==> config.mk <==
export PLATFORM = sky130hd
export DESIGN_NAME = sram_address_calc_flat
export DESIGN_NICKNAME = d
export VERILOG_FILES = /design/src/rtl/sram_address_calc_if.sv /design/src/rtl/sram_address_calc.sv /design/src/flat_wrapper.sv
export SDC_FILE = /design/constraint.sdc
export NUM_CORES = 1
export LEC_CHECK = 0
export BUFFER_PORTS_ARGS = -buffer_cell sky130_fd_sc_hd__buf_2
export CORE_MARGIN = 1.5
export CORE_UTILIZATION = 47
export DETAILED_ROUTE_END_ITERATION = 10
export GPL_ROUTABILITY_DRIVEN = 0
export PLACE_DENSITY_LB_ADDON = 0.15
export SLEW_MARGIN = 10
export SYNTH_ARGS = -nofsm -noshare
export SYNTH_HDL_FRONTEND = slang
export SYNTH_SLANG_ARGS = --single-unit
==> constraint.sdc <==
create_clock -name clk -period 3.7 [get_ports clk]
set_input_delay 0.555 -clock clk [delete_from_list [all_inputs] [get_ports clk]]
set_output_delay 0.555 -clock clk [all_outputs]
set_load 0.03 [all_outputs]
==> src/rtl/sram_address_calc_if.sv <==
// Bus bundle for the SRAM address generator: pointer control, row geometry,
// region base addresses and the resulting SRAM address.
interface sram_address_calc_if #(
  parameter int ADDR_W  = 26,
  parameter int WIDTH_W = 13
);
  logic               clear;
  logic               mode;
  logic               enable;
  logic [WIDTH_W-1:0] image_width;
  logic [ADDR_W-1:0]  sram_rowCacheStart;
  logic [ADDR_W-1:0]  sram_outputAddrStart;
  logic [ADDR_W-1:0]  sram_addr;

  modport master (
    output clear, mode, enable, image_width,
    output sram_rowCacheStart, sram_outputAddrStart,
    input  sram_addr
  );

  modport slave (
    input  clear, mode, enable, image_width,
    input  sram_rowCacheStart, sram_outputAddrStart,
    output sram_addr
  );
endinterface

==> src/rtl/sram_address_calc.sv <==
// SRAM address generator with two independent offset pointers:
// a row-cache read pointer that wraps every image row and a linear
// output write pointer. mode picks which pointer (plus its base) is
// presented on sram_addr and which one advances on enable.
module sram_address_calc #(
  parameter int ADDR_W  = 26,
  parameter int WIDTH_W = 13
) (
  input logic                clk,
  input logic                rst,
  sram_address_calc_if.slave bus
);

  logic [ADDR_W-1:0] rd_off;
  logic [ADDR_W-1:0] wr_off;

  // One extra bit so rd_off + 1 cannot overflow before the wrap compare.
  logic [ADDR_W:0] rd_inc;
  logic [ADDR_W:0] width_ext;
  logic            rd_wrap;

  assign rd_inc    = {1'b0, rd_off} + {{ADDR_W{1'b0}}, 1'b1};
  assign width_ext = {{(ADDR_W + 1 - WIDTH_W){1'b0}}, bus.image_width};
  // Using >= (not ==) also recovers when image_width shrinks mid-row and
  // pins rd_off at 0 for widths of 0 and 1.
  assign rd_wrap   = (rd_inc >= width_ext);

  // Offset registers: reset, then clear, then enable of the selected pointer.
  always_ff @(posedge clk) begin
    if (rst) begin
      rd_off <= '0;
      wr_off <= '0;
    end else if (bus.clear) begin
      rd_off <= '0;
      wr_off <= '0;
    end else if (bus.enable) begin
      if (bus.mode) begin
        rd_off <= rd_wrap ? '0 : rd_inc[ADDR_W-1:0];
      end else begin
        wr_off <= wr_off + {{(ADDR_W-1){1'b0}}, 1'b1};
      end
    end
  end

  // Address output: selected base plus its offset, modulo 2^ADDR_W.
  always_comb begin
    bus.sram_addr = '0;
    if (bus.mode) begin
      bus.sram_addr = bus.sram_rowCacheStart + rd_off;
    end else begin
      bus.sram_addr = bus.sram_outputAddrStart + wr_off;
    end
  end

endmodule

==> src/flat_wrapper.sv <==
// flat-port wrapper written by rule: the top's interface ports become plain ports
module sram_address_calc_flat 
#(
  parameter int ADDR_W  = 26,
  parameter int WIDTH_W = 13
)
  (clk, rst, bus_clear, bus_mode, bus_enable, bus_image_width, bus_sram_rowCacheStart, bus_sram_outputAddrStart, bus_sram_addr);
  sram_address_calc_if #(.ADDR_W(ADDR_W), .WIDTH_W(WIDTH_W)) bus_i ();
  input logic clk;
  input logic rst;
  input wire logic [$bits(bus_i.clear)-1:0] bus_clear;
  input wire logic [$bits(bus_i.mode)-1:0] bus_mode;
  input wire logic [$bits(bus_i.enable)-1:0] bus_enable;
  input wire logic [$bits(bus_i.image_width)-1:0] bus_image_width;
  input wire logic [$bits(bus_i.sram_rowCacheStart)-1:0] bus_sram_rowCacheStart;
  input wire logic [$bits(bus_i.sram_outputAddrStart)-1:0] bus_sram_outputAddrStart;
  output wire logic [$bits(bus_i.sram_addr)-1:0] bus_sram_addr;
  assign bus_i.clear = bus_clear;
  assign bus_i.mode = bus_mode;
  assign bus_i.enable = bus_enable;
  assign bus_i.image_width = bus_image_width;
  assign bus_i.sram_rowCacheStart = bus_sram_rowCacheStart;
  assign bus_i.sram_outputAddrStart = bus_sram_outputAddrStart;
  assign bus_sram_addr = bus_i.sram_addr;
  sram_address_calc #(.ADDR_W(ADDR_W), .WIDTH_W(WIDTH_W)) u_core (.clk(clk), .rst(rst), .bus(bus_i));
endmodule
After elaboration in Yosys (flattened, before gate mapping) --
Cells that the tools add are included.
Storage, ports and cells: register bits after elaboration 52, input port bits 70, output and inout port bits 26
Operators by class: add/sub/neg operators 4, order comparisons 1, mux-type cells 2, bitwise operators 1, reduce and logical (&&, ||, !) cells 3
Operators with widths (number):
- adder 26 bit | 2
- two-way mux 26 bit | 2
- adder 26 x 1 -> 27 bit, second input constant | 1
- greater-or-equal comparator 27 x 13 -> 1 bit | 1
- adder 26 x 1 -> 26 bit, second input constant | 1
- AND reduction 2 bit | 2
- OR reduction 2 bit | 1
- inverter 1 bit | 1

Depth between registers and ports, before layout --
Gate-level depths: netlist of the first run.
word-level depth 3, depth in mapped cells 14, gate-level depth less buffers 13

Worst setup path after synthesis of the first run --
OpenSTA, ideal clock, no wires.
kind input to output, start point in bus_sram_outputAddrStart[0], end point out bus_sram_addr[24], arrival time 3.262 ns, required time 3.145 ns, setup slack -0.117 ns, cell stages on the path 11, cell sequence ha_1 > inv_1 > fa_1 > nand2b_1 > a21oi_1 > o2111ai_1 > a31o_2 > a2111oi_1 > o41ai_1 > xor2_1 > o221ai_1
Between the ends: cells in the longest elaborated chain, start to end 2
Ends and longest elaborated chain:
- start: declaration | RTL line flat_wrapper.sv:16 | input wire logic [$bits(bus_i.sram_outputAddrStart)-1:0] bus_sram_outputAddrStart;
- adder 26 bit | RTL line sram_address_calc.sv:51 | bus.sram_addr = bus.sram_outputAddrStart + wr_off;
- two-way mux 26 bit | RTL line sram_address_calc.sv:48 | if (bus.mode) begin
- end: declaration | RTL line flat_wrapper.sv:17 | output wire logic [$bits(bus_i.sram_addr)-1:0] bus_sram_addr;
No other way between the ends.

Worst setup path after layout of the first run --
Ends and elaborated chain as after synthesis.

==> impl_metrics.yaml, run 1 <==
power_and_ir_drop:
  p_per_area_mw_per_mm2: 213
  power.share.combinational_pct: 21.2
  p_leak_nw: 3.02
  power.share.switching_pct: 28.7
  cellInternalPower_uw: 993
  vdd_drop_max_mv: 0.158
  seq_power_share_pct: 40.3
  power.clock.fraction_pct: 38.5
  netSwitchingPower_uw: 399
worst_setup_path:
  critical_path_class: "primary input to primary output"
  critical_path_peak_fanout: 3
  cp-start-kind: "primary input"
  critPathCaptureType: "primary output"
  worst-endpoint-arrival_ns: 3.10
  worst_ep_required_time_ns: 3.14
synth:
  number_of_synthesized_flops_with_an_enable_pin: 0
  synthArstFlopShare_pct: 0
  ys_top_cells_by_count: "66 x nand2_1, 65 x ha_1, 61 x nor2_1"
  synthesis.instances: 712
  synth_ff_type: "dfxtp_1"
  post_synth_instance_area_mm2: 0.00549
  synthDistinctLibCells: 67
  post_synth_top_area_share_pct: 19.0
  synth_nets: 849
  synthesized_flop_and_latch_total: 52
  synth_sequential_area_ratio_pct: 19.0
  post-synth-top-count-cell: "nand2_1"
  synthTopCellsByArea: "dfxtp_1 19%, ha_1 15%, xor2_1 5.9%, xnor2_1 5.6%, nand2_1 4.5%"
  netlist.top_cell.by_area: "dfxtp_1"
  synth.avg_cell_area_um2: 7.71
  synth_warnings: 0
clock_network:
  cell_at_the_root_of_the_clock_tree: "clkbuf_16"
  post-cts-setup-buffers: 0
  tritoncts: "built"
  cts_buffers: 5
  cts_sink_count: 52
  clkSlewWorstSetupHoldPaths_ns: 0.07
  cts_max_level: 2
  worstSkewPairLatency_ns: 0.30
  cts-root-to-sink-buffers: 2
  cts_hold_buffers: 0
floorplan:
  io_pins: 96
  initial_cell_density_of_the_core_pct: 48.0
  floorplan_row_count: 39
  floorplan.core_area_mm2: 0.0114
  chipWidth_um: 111
  vertical_extent_of_the_die_um: 111
  total_die_area_mm2: 0.0123
timing:
  setup_ws_ns: 0.0428
  final_number_of_hold_violating_endpoints: 0
  finalCritPeriodShare_pct: 98.8
  finalSetupTns_ns: 0
  grt_setup_unrepaired: "yes"
  slew_headroom_pct: 58.9
  setup_viol_count_final: 0
  worst_slew_pin_slew_ns: 0.616
  post-route-min-period_ns: 3.66
  report.final.slew_viol_count: 0
  achievable-frequency_mhz: 273
  clock-skew-final_ns: 0.00549
cells_and_area:
  stdcell_area_mm2: 0.00653
  antenna_cells: 0
  finish.cell_count_without_fillers: 961
  filler_cell_count: 1107
  area.growth.synth_to_final_pct: 18.9
  layout.nets: 954
  final_layout_size_suffix_gt1_share_pct: 20.0
global_routing:
  grtUsageTotal_pct: 22.9
  grt.overflow.total: 0
  grt_antenna_before_repair: 0
  grt_pass1_vias: 5118
  grt_pass1_wl_um: 23600
  largest_net_degree_at_the_start_of_global_routing: 31
run_status:
  run_status: "finished, final reports clean"
placement:
  place_hpwl_um: 11500
  dp_cells: 953
  placed_cell_area_mm2: 0.00623
  placement.io_buffers: 95
  worst_setup_slack_before_clock_tree_synthesis_ns: -0.238
routing:
  drt_iter0_markers: 352
  route.final.wire_length_um: 14500
  number_of_routed_nets_with_antenna_violations: 0
  detail_route.drc_violations: 0
  drt-wirelength-per-cell_um: 15.1
  viasPerCell: 5.71
  routed-via-count: 5492
  drtPass1Iterations: 6
flow_run:
  maxCapViolations: 0
hold_path:
  worst_hold_path_class: "flop to flop"
==> metal layers <==
| layer | GRT usage (%) | vias to the layer above | wire, um |
|---|---|---|---|
| met5 | 0 | - | 0 |
| met4 | 5.49 | 0 | 202 |
| met3 | 4.16 | 15 | 629 |
| met2 | 39.6 | 126 | 6870 |
| met1 | 29.7 | 2526 | 6760 |
| li1 | - | 2825 | - |
==> worst paths after layout <==
| path | from | to | slack, ns | depth (start not counted) |
|---|---|---|---|---|
| max | bus_sram_outputAddrStart[0] | bus_sram_addr[24] | 0.04 | 14 |
| min | u_core.rd_off[10] | u_core.rd_off[10] | 0.48 | 2 |
| max reg2reg | u_core.rd_off[2] | u_core.rd_off[2] | 0.28 | 14 |
| min reg2reg | u_core.rd_off[10] | u_core.rd_off[10] | 0.48 | 2 |
==> critical path: stages <==
cell       delay [ns]
buf_2            0.10
ha_4             0.13
inv_1            0.05
fa_2             0.34
nand2b_4         0.16
a21oi_4          0.16
o2111ai_2        0.13
a31o_2           0.30
a2111oi_4        0.36
buf_4            0.18
o41ai_2          0.08
xor2_1           0.18
o221ai_2         0.21
buf_6            0.16
==> power groups by stage <==
stage                     Combinational [mW]  Sequential (mW)  Clock, mW
after detailed placement               0.287            0.574          0
after global placement                 0.282            0.574          0
after floorplan                        0.184            0.575          0
after CTS                              0.291            0.561      0.552
after global routing                   0.321            0.561      0.567
final                                  0.294            0.561      0.536
==> registers in the layout (all words and copies together), names as in the netlist <==
name and count:
u_core.wr_off 26, u_core.rd_off 26
==> placed cells by master (no fill, tap or decap), types with 3 or more instances in the layout <==
| cell | netlist | routed |
|---|---|---|
| a211o_1 | 3 | 3 |
| a211oi_1 | 10 | 9 |
| a21o_1 | 19 | 19 |
| a21oi_1 | 49 | 46 |
| a21oi_2 | 1 | 3 |
| a31o_2 | 3 | 3 |
| a31oi_1 | 18 | 16 |
| and2_1 | 18 | 18 |
| and3_1 | 10 | 10 |
| and4_1 | 8 | 8 |
| buf_2 | 0 | 93 |
| buf_4 | 0 | 19 |
| clkbuf_16 | 0 | 5 |
| dfxtp_1 | 52 | 47 |
| dfxtp_2 | 0 | 5 |
| ha_1 | 65 | 64 |
| inv_1 | 28 | 28 |
| mux2_2 | 3 | 3 |
| mux2i_1 | 4 | 4 |
| nand2_1 | 66 | 66 |
| nand2b_1 | 11 | 10 |
| nand3_1 | 30 | 30 |
| nand4_1 | 13 | 13 |
| nor2_1 | 61 | 61 |
| nor2b_1 | 5 | 5 |
| nor3_1 | 13 | 13 |
| nor4_1 | 3 | 3 |
| o211ai_1 | 4 | 4 |
| o21a_1 | 11 | 11 |
| o21ai_0 | 46 | 43 |
| o21ai_1 | 2 | 5 |
| o21bai_1 | 6 | 5 |
| o31ai_1 | 3 | 3 |
| or2_2 | 4 | 4 |
| or3_1 | 11 | 11 |
| xnor2_1 | 35 | 35 |
| xor2_1 | 37 | 37 |
==> area by class of cell <==
| class | count | area (um^2) | area share, % |
|---|---|---|---|
| Clock buffer | 6 | 129 | 1.98 |
| Clock inverter | 2 | 35.0 | 0.537 |
| Inverter | 29 | 109 | 1.67 |
| Multi-Input combinational cell | 614 | 4380 | 67.1 |
| Sequential cell | 52 | 1050 | 16.0 |
| Tap cell | 143 | 179 | 2.74 |
| Timing Repair Buffer | 115 | 651 | 9.97 |
==> metrics by stage <==
| stage | utilization (%) | power [mW] | hold WS (ns) |
|---|---|---|---|
| floorplan | - | 0.758 | 0.454 |
| CTS | 56.4 | 1.40 | 0.488 |
| global placement | 54.6 | 0.856 | 0.472 |
| global route | 57.1 | 1.45 | 0.504 |
| finish | 57.1 | 1.39 | 0.477 |
| detailed placement | 54.6 | 0.861 | 0.477 |
==> cells by family after synthesis <==
group | share of synthesized area [%]
AOI/OAI and AO/OA | 24.1
DFF | 19.0
xor gates and xnor gates | 11.5
adders and majority gates | 15.6
and+or+nand+nor | 25.1
muxes | 1.35
buffers and inverters | 3.44
==> repair_timing <==
item,in CTS,in global routing
pin swaps,2,9
setup endpoints to repair,5,22
resized for setup,9,26
Power figures use the tool's default switching activity.
==> run 2, diff against run 1 <==
- ABC_AREA: unset -> 1
==> impl_metrics.yaml, run 2 <==
cells_and_area:
  layout.nets: 1262
  antenna_cells: 0
  final_cell_mix: "211 x nand2_1, 147 x inv_1, 114 x nor2_1"
  top_flop_regs: "u_core.rd_off (26), u_core.wr_off (26)"
  most_frequent_standard_cell_in_the_layout_excluding_fill_and_tap_cells: "nand2_1"
  filler_cell_count: 1430
  final_layout_size_suffix_gt1_share_pct: 13.2
  finish.cell_count_without_fillers: 1302
  area.growth.synth_to_final_pct: 13.2
synth:
  post-synth-top-count-cell: "nand2_1"
  synthTopCellsByArea: "dfxtp_1 17%, ha_1 13%, nand2_1 13%, a21oi_1 9.0%, inv_1 8.8%"
  synth_ff_type: "dfxtp_1"
  post_synth_instance_area_mm2: 0.00627
  synth_warnings: 0
  number_of_synthesized_flops_with_an_enable_pin: 0
  netlist.top_cell.by_area: "dfxtp_1"
  synth_nets: 1169
  synthDistinctLibCells: 42
  synth_sequential_area_ratio_pct: 16.6
  synthArstFlopShare_pct: 0
  synthesis.instances: 1032
  synthesized_flop_and_latch_total: 52
  synth.avg_cell_area_um2: 6.07
  ys_top_cells_by_count: "211 x nand2_1, 147 x inv_1, 114 x nor2_1"
  post_synth_top_area_share_pct: 16.6
floorplan:
  floorplan.core_area_mm2: 0.0131
  total_die_area_mm2: 0.0140
  vertical_extent_of_the_die_um: 118
  initial_cell_density_of_the_core_pct: 47.7
  floorplan_row_count: 42
  chipWidth_um: 118
  io_pins: 96
routing:
  drt_iter0_markers: 595
  routed-via-count: 7087
  route.final.wire_length_um: 19000
  drt-wirelength-per-cell_um: 14.6
  drtPass1Iterations: 6
  viasPerCell: 5.44
  number_of_routed_nets_with_antenna_violations: 0
  detail_route.drc_violations: 0
timing:
  achievable-frequency_mhz: 291
  slew_headroom_pct: 60.3
  grt_setup_unrepaired: "no"
  finalCritPeriodShare_pct: 92.9
  setup_ws_ns: 0.261
  worst_slew_pin_slew_ns: 0.594
  setup_viol_count_final: 0
  post-route-min-period_ns: 3.44
  report.final.slew_viol_count: 0
  clock-skew-final_ns: 0.00605
  final_number_of_hold_violating_endpoints: 0
  finalSetupTns_ns: 0
worst_setup_path:
  critPathCaptureType: "primary output"
  crit_path_most_repeated_cell: "nand2_1"
  cp-start-kind: "flop"
  critical_path_peak_fanout: 5
  cells_traversed_along_the_worst_timing_path: "ha_1 -> a21oi_1 -> o21ai_0 -> nor2_1 -> o21ai_0 -> nand2_1 -> nand2_1 -> nand2_1 -> nand2_1 -> a21oi_1 -> o21ai_0 -> nand2_1 -> buf_2"
  worst_ep_required_time_ns: 3.14
  worst-endpoint-arrival_ns: 2.88
  critical_path_class: "flop to primary output"
  cp_slowest_cell: "dfxtp_1"
  cp_slowest_stage_delay_ns: 0.54
clock_network:
  cts_buffers: 5
  cts-root-to-sink-buffers: 2
  worstSkewPairLatency_ns: 0.30
  cell_at_the_root_of_the_clock_tree: "clkbuf_16"
  post-cts-setup-buffers: 0
  tritoncts: "built"
  cts_sink_count: 52
  clkSlewWorstSetupHoldPaths_ns: 0.07
  cts_max_level: 2
global_routing:
  grt.overflow.total: 0
  grt_pass1_wl_um: 30400
  grt_antenna_before_repair: 0
  grt_pass1_vias: 6152
  largest_net_degree_at_the_start_of_global_routing: 42
  grtUsageTotal_pct: 26.9
flow_run:
  maxCapViolations: 0
power_and_ir_drop:
  p_per_area_mw_per_mm2: 195
  vdd_drop_max_mv: 0.228
  p_leak_nw: 3.52
placement:
  placement.io_buffers: 95
  dp_cells: 1294
  place_hpwl_um: 15600
  worst_setup_slack_before_clock_tree_synthesis_ns: 0.259
hold_path:
  worst_hold_path_class: "flop to flop"
run_status:
  run_status: "finished, final reports clean"
## run 2: changes by cell type in the layout (fill, tap and decap cells not counted), moves of 12 or more
cell,delta
a21oi_1,+67
and2_1,-17
inv_1,+119
nand2_1,+145
nand3_1,+12
nand4_1,+14
nor2_1,+53
nor3_1,+24
o21ai_0,+42
xnor2_1,-30
xor2_1,-13
## run 2: logic make-up (layout without fill, tap and decap cells)
logic type,after synthesis,in the layout,synth area share (%)
AOI/OAI and AO/OA,243,243,20.8
xor gates and xnor gates,29,29,4.05
adders and majority gates,67,67,13.6
buffers and inverters,168,262,10.6
DFF,52,52,16.6
muxes,1,1,0.160
and+or+nand+nor,472,472,34.2
## run 2: metal layers
metal | global-route usage, % | share of wire, % | vias to the layer above | routed length [um]
met1 | 39.4 | 49 | 3162 | 9290
li1 | - | - | 3652 | -
met3 | 3.43 | 6.7 | 24 | 1280
met2 | 41.8 | 43 | 249 | 8120
met5 | 0 | 0 | - | 0
met4 | 6.10 | 1.7 | 0 | 331
## run 2: path summary, 6_finish.rpt
check,cells after the start,slack (ns),startpoint,endpoint
setup reg to reg,15,0.67,u_core.rd_off[2],u_core.rd_off[0]
hold / removal,2,0.49,u_core.wr_off[9],u_core.wr_off[9]
setup / recovery,13,0.26,u_core.rd_off[4],bus_sram_addr[19]
hold reg to reg,2,0.49,u_core.wr_off[9],u_core.wr_off[9]
## run 2: report_power, final
| group | internal [mW] | switching (mW) |
|---|---|---|
| Combinational | 0.104 | 0.214 |
| Sequential | 0.560 | 0.00180 |
| Clock | 0.271 | 0.229 |
| Total | 0.936 | 0.445 |
## run 2: through the flow
step,power (mW),instance area (um^2),hold WS (ns),utilization [%]
after floorplan,0.774,6270,0.456,-
after global placement,0.888,6930,0.484,52.8
after detailed placement,0.888,6930,0.485,52.8
after CTS,1.39,7090,0.496,53.9
after global routing,1.44,7090,0.532,54.0
final,1.38,7090,0.495,54.0
## run 2: area by class of cell
| class | count | area (um^2) | share of cell area [%] |
|---|---|---|---|
| inverters | 151 | 573 | 8.08 |
| well taps | 176 | 220 | 3.10 |
| clock inverters | 2 | 13.8 | 0.194 |
| clock buffers | 6 | 139 | 1.96 |
| repair buffers | 103 | 536 | 7.55 |
| flip-flops and latches | 52 | 1040 | 14.7 |
| multi-input cells | 812 | 4570 | 64.4 |
## run 2: what timing repair did
| action | CTS | global route |
|---|---|---|
| resized for setup | 0 | 4 |
| setup endpoints to repair | 0 | 5 |
| hold buffers | 0 | 0 |
## run 2: critical path: cells and delay by family, from the launching register on
family | cells | cell delay, ns
buf+inv | 1 | 0.20
fa+ha+maj | 1 | 0.35
compound gates | 5 | 0.88
simple gates | 6 | 0.61
flops | 1 | 0.54
==> run 3, diff against run 2 <==
- clock period: 3.7 -> 3.77 ns (I/O delays scaled with it)
==> impl_metrics.yaml, run 3 (synthesized netlist as in run 2, its figures left out) <==
run_status:
  run_status: "finished, final reports clean"
power_and_ir_drop:
  vdd_drop_max_mv: 0.212
  netSwitchingPower_uw: 425
  power.share.switching_pct: 31.8
  p_leak_nw: 3.50
  p_per_area_mw_per_mm2: 189
  power.share.combinational_pct: 23.1
  total_power_mw: 1.34
  cellInternalPower_uw: 913
  power.clock.fraction_pct: 35.7
  seq_power_share_pct: 41.2
clock_network:
  clkSlewWorstSetupHoldPaths_ns: 0.07
  cts_buffers: 5
  cts_hold_buffers: 0
  cell_at_the_root_of_the_clock_tree: "clkbuf_16"
  cts-root-to-sink-buffers: 2
  tritoncts: "built"
  worstSkewPairLatency_ns: 0.30
  cts_sink_count: 52
  cts_max_level: 2
worst_setup_path:
  worst_ep_required_time_ns: 3.20
  rr_startpoint: "u_core.rd_off[0]"
  worst-endpoint-arrival_ns: 2.96
  critical_path_class: "flop to primary output"
  cp-start-kind: "flop"
  critPathCaptureType: "primary output"
  critical_path_peak_fanout: 5
  startpoint: "u_core.rd_off[0]"
routing:
  drt-wirelength-per-cell_um: 14.5
  max_layer_used: "met4"
  number_of_routed_nets_with_antenna_violations: 0
  viasPerCell: 5.34
  detail_route.drc_violations: 0
  drtPass1Iterations: 6
  wl_met1_um: 9280
  route.final.wire_length_um: 18800
  drt_iter0_markers: 618
  routed-via-count: 6934
  dr_wl_met2_um: 7720
  met3_length_um: 1330
global_routing:
  largest_net_degree_at_the_start_of_global_routing: 39
  grt_pass1_vias: 6205
  grt.overflow.total: 0
  grt_pass1_wl_um: 30900
  grtUsageTotal_pct: 27.1
  grt_antenna_before_repair: 0
placement:
  place_hpwl_um: 15400
  placed_cell_area_mm2: 0.00691
  placement.io_buffers: 95
cells_and_area:
  layout.nets: 1259
  final_cell_mix: "211 x nand2_1, 147 x inv_1, 114 x nor2_1"
  most_frequent_standard_cell_in_the_layout_excluding_fill_and_tap_cells: "nand2_1"
  area.growth.synth_to_final_pct: 12.7
  antenna_cells: 0
  final_layout_size_suffix_gt1_share_pct: 12.7
  filler_cell_count: 1410
  stdcell_area_mm2: 0.00706
  top_flop_regs: "u_core.rd_off (26), u_core.wr_off (26)"
timing:
  finalCritPeriodShare_pct: 93.4
  report.final.slew_viol_count: 0
  grt_setup_unrepaired: "no"
  worst_slew_pin_slew_ns: 0.815
  achievable-frequency_mhz: 284
  timing.hold.ws_ns: 0.497
  setup_viol_count_final: 0
  post-route-min-period_ns: 3.52
  final_number_of_hold_violating_endpoints: 0
  slew_headroom_pct: 45.6
  finalSetupTns_ns: 0
  clock-skew-final_ns: 0.0143
floorplan:
  floorplan.core_area_mm2: 0.0131
  total_die_area_mm2: 0.0140
  vertical_extent_of_the_die_um: 118
  floorplan_row_count: 42
  io_pins: 96
  initial_cell_density_of_the_core_pct: 47.7
  chipWidth_um: 118
hold_path:
  hp_start: "u_core.wr_off[9]"
  worst_hold_path_class: "flop to flop"
flow_run:
  maxCapViolations: 0
-- run 3: repair_timing --
action                                 in CTS  in global routing
setup endpoints to repair                   0                  2
endpoints found under the hold margin       0                  0
resized for setup                           0                  3
setup buffers                               0                  0
-- run 3: cell type report --
class	count	area (um^2)	share of cell area (%)
multi-input combinational	812	4570	64.7
sequential	52	1040	14.7
inverter	151	573	8.11
timing repair buffer	100	513	7.26
tap	176	220	3.12
clock buffer	6	139	1.97
clock inverter	1	8.76	0.124
-- run 3: path summary, 6_finish.rpt --
path | endpoint | slack, ns | depth (start not counted)
hold reg to reg | u_core.wr_off[9] | 0.50 | 2
hold / removal | u_core.wr_off[9] | 0.50 | 2
setup reg to reg | u_core.rd_off[12] | 0.45 | 18
setup / recovery | bus_sram_addr[24] | 0.25 | 16
-- run 3: stage by stage --
step,util [%],std cells,setup slack [ns]
CTS,53.7,1298,0.121
detailed placement,52.6,1291,0.215
global route,53.8,1298,0.0120
finish,53.8,1298,0.249
global placement,52.6,1291,0.253
floorplan,-,1032,0.446
-- run 3: per-layer routing --
layer / track usage, % / vias to the layer above
li1: - / 3630
met1: 40.2 / 3059
met2: 40.3 / 227
met3: 4.30 / 18
met4: 7.98 / 0
met5: 0 / -
-- run 3: worst max-delay path, stage by stage, from the launching register on --
cell	delay (ns)
dfxtp_1	0.51
ha_1	0.26
inv_1	0.09
fa_1	0.35
inv_1	0.09
nand3_1	0.07
nand2_1	0.15
a21oi_1	0.15
o21bai_2	0.20
nand2_1	0.08
nand2_1	0.10
nand2_1	0.07
nand2_1	0.07
a21oi_1	0.06
o21ai_0	0.10
nand2_1	0.12
buf_2	0.19
-- run 3: power by group through the flow --
stage | Sequential, mW | Clock, mW | Combinational (mW)
6_report | 0.552 | 0.477 | 0.309
5_1_grt | 0.552 | 0.507 | 0.343
4_1_cts | 0.552 | 0.489 | 0.307
3_5_place_dp | 0.565 | 0 | 0.304
3_3_place_gp | 0.565 | 0 | 0.305
2_1_floorplan | 0.564 | 0 | 0.195
